--- src/rtl/usr_shift_ctrl.sv ---
// Command sequencer for one universal shift register: load, shift N times, return the word.
// Optional rotate support is enabled by defining USR_SHIFT_CTRL_ROTATE_EN.
module usr_shift_ctrl #(
  parameter int WIDTH = 4,
  parameter int AMT_W = 3
) (
  input  logic             clk,
  input  logic             rst_n,
  input  logic             cmd_valid,
  output logic             cmd_ready,
  input  logic [WIDTH-1:0] cmd_data,
  input  logic             cmd_dir,
  input  logic [AMT_W-1:0] cmd_amt,
  input  logic             cmd_fill,
  input  logic             cmd_rotate,
  output logic             rsp_valid,
  input  logic             rsp_ready,
  output logic [WIDTH-1:0] rsp_data,
  output logic             busy,
  output logic [1:0]       usr_select,
  output logic [WIDTH-1:0] usr_din,
  output logic             usr_s_left,
  output logic             usr_s_right,
  input  logic [WIDTH-1:0] usr_dout
);

  typedef enum logic [1:0] {IDLE, LOAD, SHIFT, RESP} state_t;

  localparam logic [1:0] SEL_HOLD  = 2'b00;
  localparam logic [1:0] SEL_RIGHT = 2'b01;
  localparam logic [1:0] SEL_LEFT  = 2'b10;
  localparam logic [1:0] SEL_LOAD  = 2'b11;

  state_t           state_q, state_d;
  logic [AMT_W-1:0] cnt_q, amt_q;
  logic [WIDTH-1:0] data_q;
  logic             dir_q, fill_q, rot_q;
  logic             shift_in;

  // NOTE: state registers use non-blocking assignments so every flop samples pre-edge values.
  always_ff @(posedge clk) begin
    if (!rst_n) begin
      state_q <= IDLE;
      cnt_q   <= '0;
      amt_q   <= '0;
      data_q  <= '0;
      dir_q   <= 1'b0;
      fill_q  <= 1'b0;
      rot_q   <= 1'b0;
    end else begin
      state_q <= state_d;
      case (state_q)
        IDLE: if (cmd_valid) begin
          data_q <= cmd_data;
          dir_q  <= cmd_dir;
          amt_q  <= cmd_amt;
          fill_q <= cmd_fill;
          rot_q  <= cmd_rotate;
        end
        LOAD:    cnt_q <= amt_q;
        SHIFT:   cnt_q <= cnt_q - AMT_W'(1);
        default: ;
      endcase
    end
  end

`ifdef USR_SHIFT_CTRL_ROTATE_EN
  // Rotating feeds the bit leaving the register back in at the opposite end.
  always_comb begin
    shift_in = fill_q;
    if (rot_q) shift_in = dir_q ? usr_dout[WIDTH-1] : usr_dout[0];
  end
`else
  logic unused_rotate;
  assign unused_rotate = rot_q;
  assign shift_in      = fill_q;
`endif

  // NOTE: every output and next-state value gets a default first, so no path can infer a latch.
  always_comb begin
    state_d     = state_q;
    cmd_ready   = 1'b0;
    rsp_valid   = 1'b0;
    rsp_data    = '0;
    busy        = (state_q != IDLE);
    usr_select  = SEL_HOLD;
    usr_din     = '0;
    usr_s_left  = 1'b0;
    usr_s_right = 1'b0;
    case (state_q)
      IDLE: begin
        cmd_ready = 1'b1;
        if (cmd_valid) state_d = LOAD;
      end
      LOAD: begin
        usr_select = SEL_LOAD;
        usr_din    = data_q;
        state_d    = (amt_q == '0) ? RESP : SHIFT;
      end
      SHIFT: begin
        usr_din = data_q;
        if (dir_q) begin
          usr_select = SEL_LEFT;
          usr_s_left = shift_in;
        end else begin
          usr_select  = SEL_RIGHT;
          usr_s_right = shift_in;
        end
        if (cnt_q == AMT_W'(1)) state_d = RESP;
      end
      RESP: begin
        usr_din   = data_q;
        rsp_valid = 1'b1;
        rsp_data  = usr_dout;
        if (rsp_ready) state_d = IDLE;
      end
      default: state_d = IDLE;
    endcase
  end

endmodule

--- config.mk ---
export PLATFORM = sky130hd
export DESIGN_NAME = usr_shift_ctrl
export DESIGN_NICKNAME = d
export VERILOG_FILES = /design/src/rtl/usr_shift_ctrl.sv
export SDC_FILE = /design/constraint.sdc
export NUM_CORES = 1
export LEC_CHECK = 0
export CAP_MARGIN = 20
export CORE_MARGIN = 8
export CORE_UTILIZATION = 40
export CTS_BUF_LIST = sky130_fd_sc_hd__clkbuf_8
export DETAILED_ROUTE_END_ITERATION = 10
export PLACE_DENSITY_LB_ADDON = 0.2
export SLEW_MARGIN = 20
export SYNTH_ARGS = -nofsm -noshare
export SYNTH_HDL_FRONTEND = slang
export SYNTH_SLANG_ARGS = --single-unit
--- constraint.sdc ---
create_clock -name clk -period 1.3 [get_ports clk]
set_input_delay 0.26 -clock clk [delete_from_list [all_inputs] [get_ports clk]]
set_output_delay 0.26 -clock clk [all_outputs]
set_load 0.03 [all_outputs]
==> results summary <==
The flow ran to the end, but the final reports show violations. The checks that failed: negative setup slack. The path with the worst hold slack has its endpoint at data_q[2].

The maximum level of the CTS H-tree is 1. Walking the worst path, the cells encountered are inv_4 > ha_4 > nor2b_4 > buf_6. For this design the ratio of total power to cell area is around 2300 nW/um2.

The fraction of met1 tracks used by global routing came out at 16.2%. The met3 routing resource usage after global routing is 4.73%. Global routing consumed, on the met2 layer, between 20% and 30% of the routing resources. Hold is met by 461 ps.

The class of the most critical hold timing path is flop to flop. TritonCTS built the clock tree. The static leakage came out at between 0.6 and 0.7 nW. The overall power consumption came out at 0.00368 W. The die covers 3810 um2. The number of sinks handled by clock tree synthesis came out at 14.

The flip-flop and latch count after synthesis is 14. The aggregate negative setup slack is -3470 ps. The number of top-level design ports is 33.

The last weighted congestion value of the routability-driven placer came out at slightly below 0.8. The worst setup path is launched from a flop. The final layout contains 176 nets. The clock latency on the worst-skew pair is 250 ps. The number of global-route vias before repair is 868. The data arrival time of the worst path came out at 1290 ps. The reg-to-reg critical path startpoint is state_q[1]. Of the cells placed in the final design, the portion with a size suffix greater than 1 is 51.3%. The worst-case IR drop observed on VDD is 1430 uV. The register area share after synthesis is 33.5%. The highest clock frequency the design can meet came out at 645 MHz. The synthesized netlist net count came out at between 100 and 150. The number of distinct standard cells referenced by the synthesized netlist came out at 27.

The post-detailed-route DRC marker count came out at 0. The via count normalized by instance count is between 4 and 5. The critical path class is flop to output pin. The clock arrives with 1.77 ps of skew. The cell area after synthesis is ~840 um2. The minimum clock period is 1550 ps. The wire length of the first global-routing pass came out at between 4 and 5 mm.

The layer with the highest usage after global routing is met2. Setup violations remaining at the end of the flow were counted as 18. The maximum number of pins on one net before global-route repair is 12.

The max-slew violation count came out at 0. The number of buffers inserted by port buffering came out at 31. Setup repair after global routing could not meet its margin everywhere. In this run, the number of DRC markers left after iteration 0 of detailed routing was 24.

The total via count after detailed routing came out at 881. The mean area per synthesized cell is 8.53 um2. The sum of net half-perimeters after detailed placement came out at 1.72 mm. Yosys printed 0 warnings. The number of search-and-repair iterations in the first detailed-routing pass is 4. The initial standard-cell utilization of the core came out at approximately 43%. The die width is 61.7 um. The library cell used most frequently in the layout, excluding fill and tap cells, is sky130_fd_sc_hd__buf_6. The number of cells traversed by the worst hold path came out at 2. The number of fill cells in the layout came out at 117. The max capacitance violation total came out at 0.

The overflow left after global routing is 0. The number of antenna violations at the first check in global routing is 0. The final number of hold-violating endpoints is 0. The global-route total usage across every layer came out at 14.7%. The library cells used most frequently in the layout, excluding fill and tap cells, are 18 x sky130_fd_sc_hd__buf_6, 16 x sky130_fd_sc_hd__clkdlybuf4s50_1, 15 x sky130_fd_sc_hd__buf_4, 12 x sky130_fd_sc_hd__dfxtp_1, 9 x sky130_fd_sc_hd__nand2_1.

Once detail routing completed, the nets flagged for antenna violations numbered 0. The clock tree buffer depth is 2. The worst register-to-register path has a depth of 7. From synthesis to final layout, the design area changed by 94.8%. The setup slack of the most critical reg-to-reg path came out at -130 ps. The detailed-route wire length is 2.99 mm. The startpoint identified for the worst hold timing path is data_q[2]. The peak fanout along the critical path came out at 5. The transition at the pin with the smallest max-transition slack came out at 493 ps.

The clock input transition at the sequential cells of the worst setup and hold paths came out at around 60 ps. The largest stage delay on the critical path is 400 ps. STA classifies the critical path endpoint as an output pin. The cell count after synthesis came out at approximately 100. The floorplan row count is 16. The area of the core came out at 1960 um2. The buffer cell driving the clock tree root is sky130_fd_sc_hd__clkbuf_8. The required time of the critical path came out at roughly 1000 ps.

The slowest stage of the critical path belongs to the cell sky130_fd_sc_hd__dfxtp_4. The number of antenna diodes in the final layout is 0. Dividing the final minimum period by the clock period gives 119%.

The cell area after layout came out at around 1600 um2. The number of buffers inserted by hold repair at cts is 0. The least setup slack across all paths after layout is -250 ps.

The wire length per cell after detailed routing is 16.9 um. The placed standard-cell area is 1280 um2. The overall die height is 61.7 um. The number of buffers created by CTS came out at 3.

Headroom to the max-slew limit came out at 66.8%. The post-placement setup slack came out at -143 ps. The capture point of the worst reg-to-reg path is state_q[0].
## Yosys cell counts
library cell / number / share of area (%)
sky130_fd_sc_hd__dfxtp_1: 14 / 34
sky130_fd_sc_hd__nand2_1: 11 / 4.9
sky130_fd_sc_hd__nor2b_1: 10 / 7.5
sky130_fd_sc_hd__a21boi_0: 9 / 8.1
sky130_fd_sc_hd__nand3_1: 9 / 5.4
sky130_fd_sc_hd__ha_1: 7 / 10
sky130_fd_sc_hd__inv_1: 5 / 2.2
sky130_fd_sc_hd__and2_1: 4 / 3.0
sky130_fd_sc_hd__a21oi_1: 3 / 1.8
sky130_fd_sc_hd__buf_2: 3 / 1.8
sky130_fd_sc_hd__mux2i_1: 3 / 3.6
sky130_fd_sc_hd__nor2_1: 3 / 1.3
sky130_fd_sc_hd__nand2b_1: 2 / 1.5
sky130_fd_sc_hd__o21ai_0: 2 / 1.2
sky130_fd_sc_hd__a21boi_1: 1 / 0.90
sky130_fd_sc_hd__a22oi_1: 1 / 0.90
sky130_fd_sc_hd__and3_1: 1 / 0.75
sky130_fd_sc_hd__buf_6: 1 / 1.3
sky130_fd_sc_hd__clkbuf_1: 1 / 0.45
sky130_fd_sc_hd__inv_4: 1 / 0.75
sky130_fd_sc_hd__nand2_2: 1 / 0.75
sky130_fd_sc_hd__nor2b_2: 1 / 1.0
sky130_fd_sc_hd__nor4b_1: 1 / 1.0
sky130_fd_sc_hd__o21a_1: 1 / 0.90
sky130_fd_sc_hd__o21ai_1: 1 / 0.60
sky130_fd_sc_hd__o221ai_4: 1 / 3.1
sky130_fd_sc_hd__o2bb2ai_1: 1 / 1.0
## metal layers
| metal | part of all wire (%) | vias to the layer above | wire length, um |
|---|---|---|---|
| met1 | 41 | 414 | 1240 |
| met2 | 51 | 25 | 1540 |
| met4 | 3.1 | 0 | 93 |
| met5 | 0 | - | 0 |
| li1 | - | 433 | - |
| met3 | 4.1 | 9 | 123 |
## registers in the layout, indices dropped and copies added (netlist names)
register,count
amt_q,3
cnt_q,3
data_q,4
dir_q,1
fill_q,1
state_q,2
## worst max-delay path, delay by kind of cell, from the launching register on
| family | cells | cell delay, ps |
|---|---|---|
| adders and majority gates | 1 | 290 |
| and+or+nand+nor | 1 | 150 |
| buffers and inverters | 2 | 190 |
| DFF | 1 | 400 |
## stage by stage
step                      utilization, %  instances
after floorplan                        -         98
after global placement              65.1        161
after detailed placement            65.1        161
after global routing                83.0        177
final                               83.0        177
after CTS                           76.7        172
## worst max path at each step
stage	startpoint	endpoint	slack, ps	cells after the start
after floorplan	state_q[1]	usr_din[0]	-50	5
after global placement	cmd_valid	dir_q	-80	5
after detailed placement	cmd_valid	dir_q	-140	5
after CTS	state_q[0]	usr_select[0]	-240	5
after global routing	state_q[1]	usr_select[1]	-290	4
final	state_q[1]	usr_select[1]	-250	4
## cell type report
| class | instances | area (um2) | share of cell area [%] |
|---|---|---|---|
| inverter | 6 | 37.5 | 2.31 |
| tap | 27 | 33.8 | 2.08 |
| multi-input combinational | 74 | 683 | 42.0 |
| sequential | 14 | 288 | 17.7 |
| timing repair buffer | 52 | 531 | 32.6 |
| clock buffer | 4 | 55.1 | 3.38 |
## kinds of logic (layout without fill, tap and decap cells)
logic type | count (synthesis) | in the layout | share of synthesized area, %
compound gates | 20 | 20 | 18.6
fa+ha+maj | 7 | 7 | 10.5
buf+inv | 11 | 62 | 6.59
flops | 14 | 14 | 33.5
mux | 3 | 3 | 3.59
simple gates | 43 | 44 | 27.2
## timing repair
item,4_1_cts,5_1_grt
pin swaps,1,10
setup buffers,7,5
resized for setup,35,22
setup endpoints to repair,17,29
gates cloned,0,1
## report_power, final
part | switching (W) | leakage (nW) | internal [W] | total, W
Sequential | 0.000134 | 0.116 | 0.000552 | 0.000687
Combinational | 0.00123 | 0.511 | 0.00133 | 0.00256
Clock | 0.000162 | 0.0288 | 0.000269 | 0.000431
Total | 0.00153 | 0.655 | 0.00215 | 0.00368
Power figures use the tool's default switching activity.
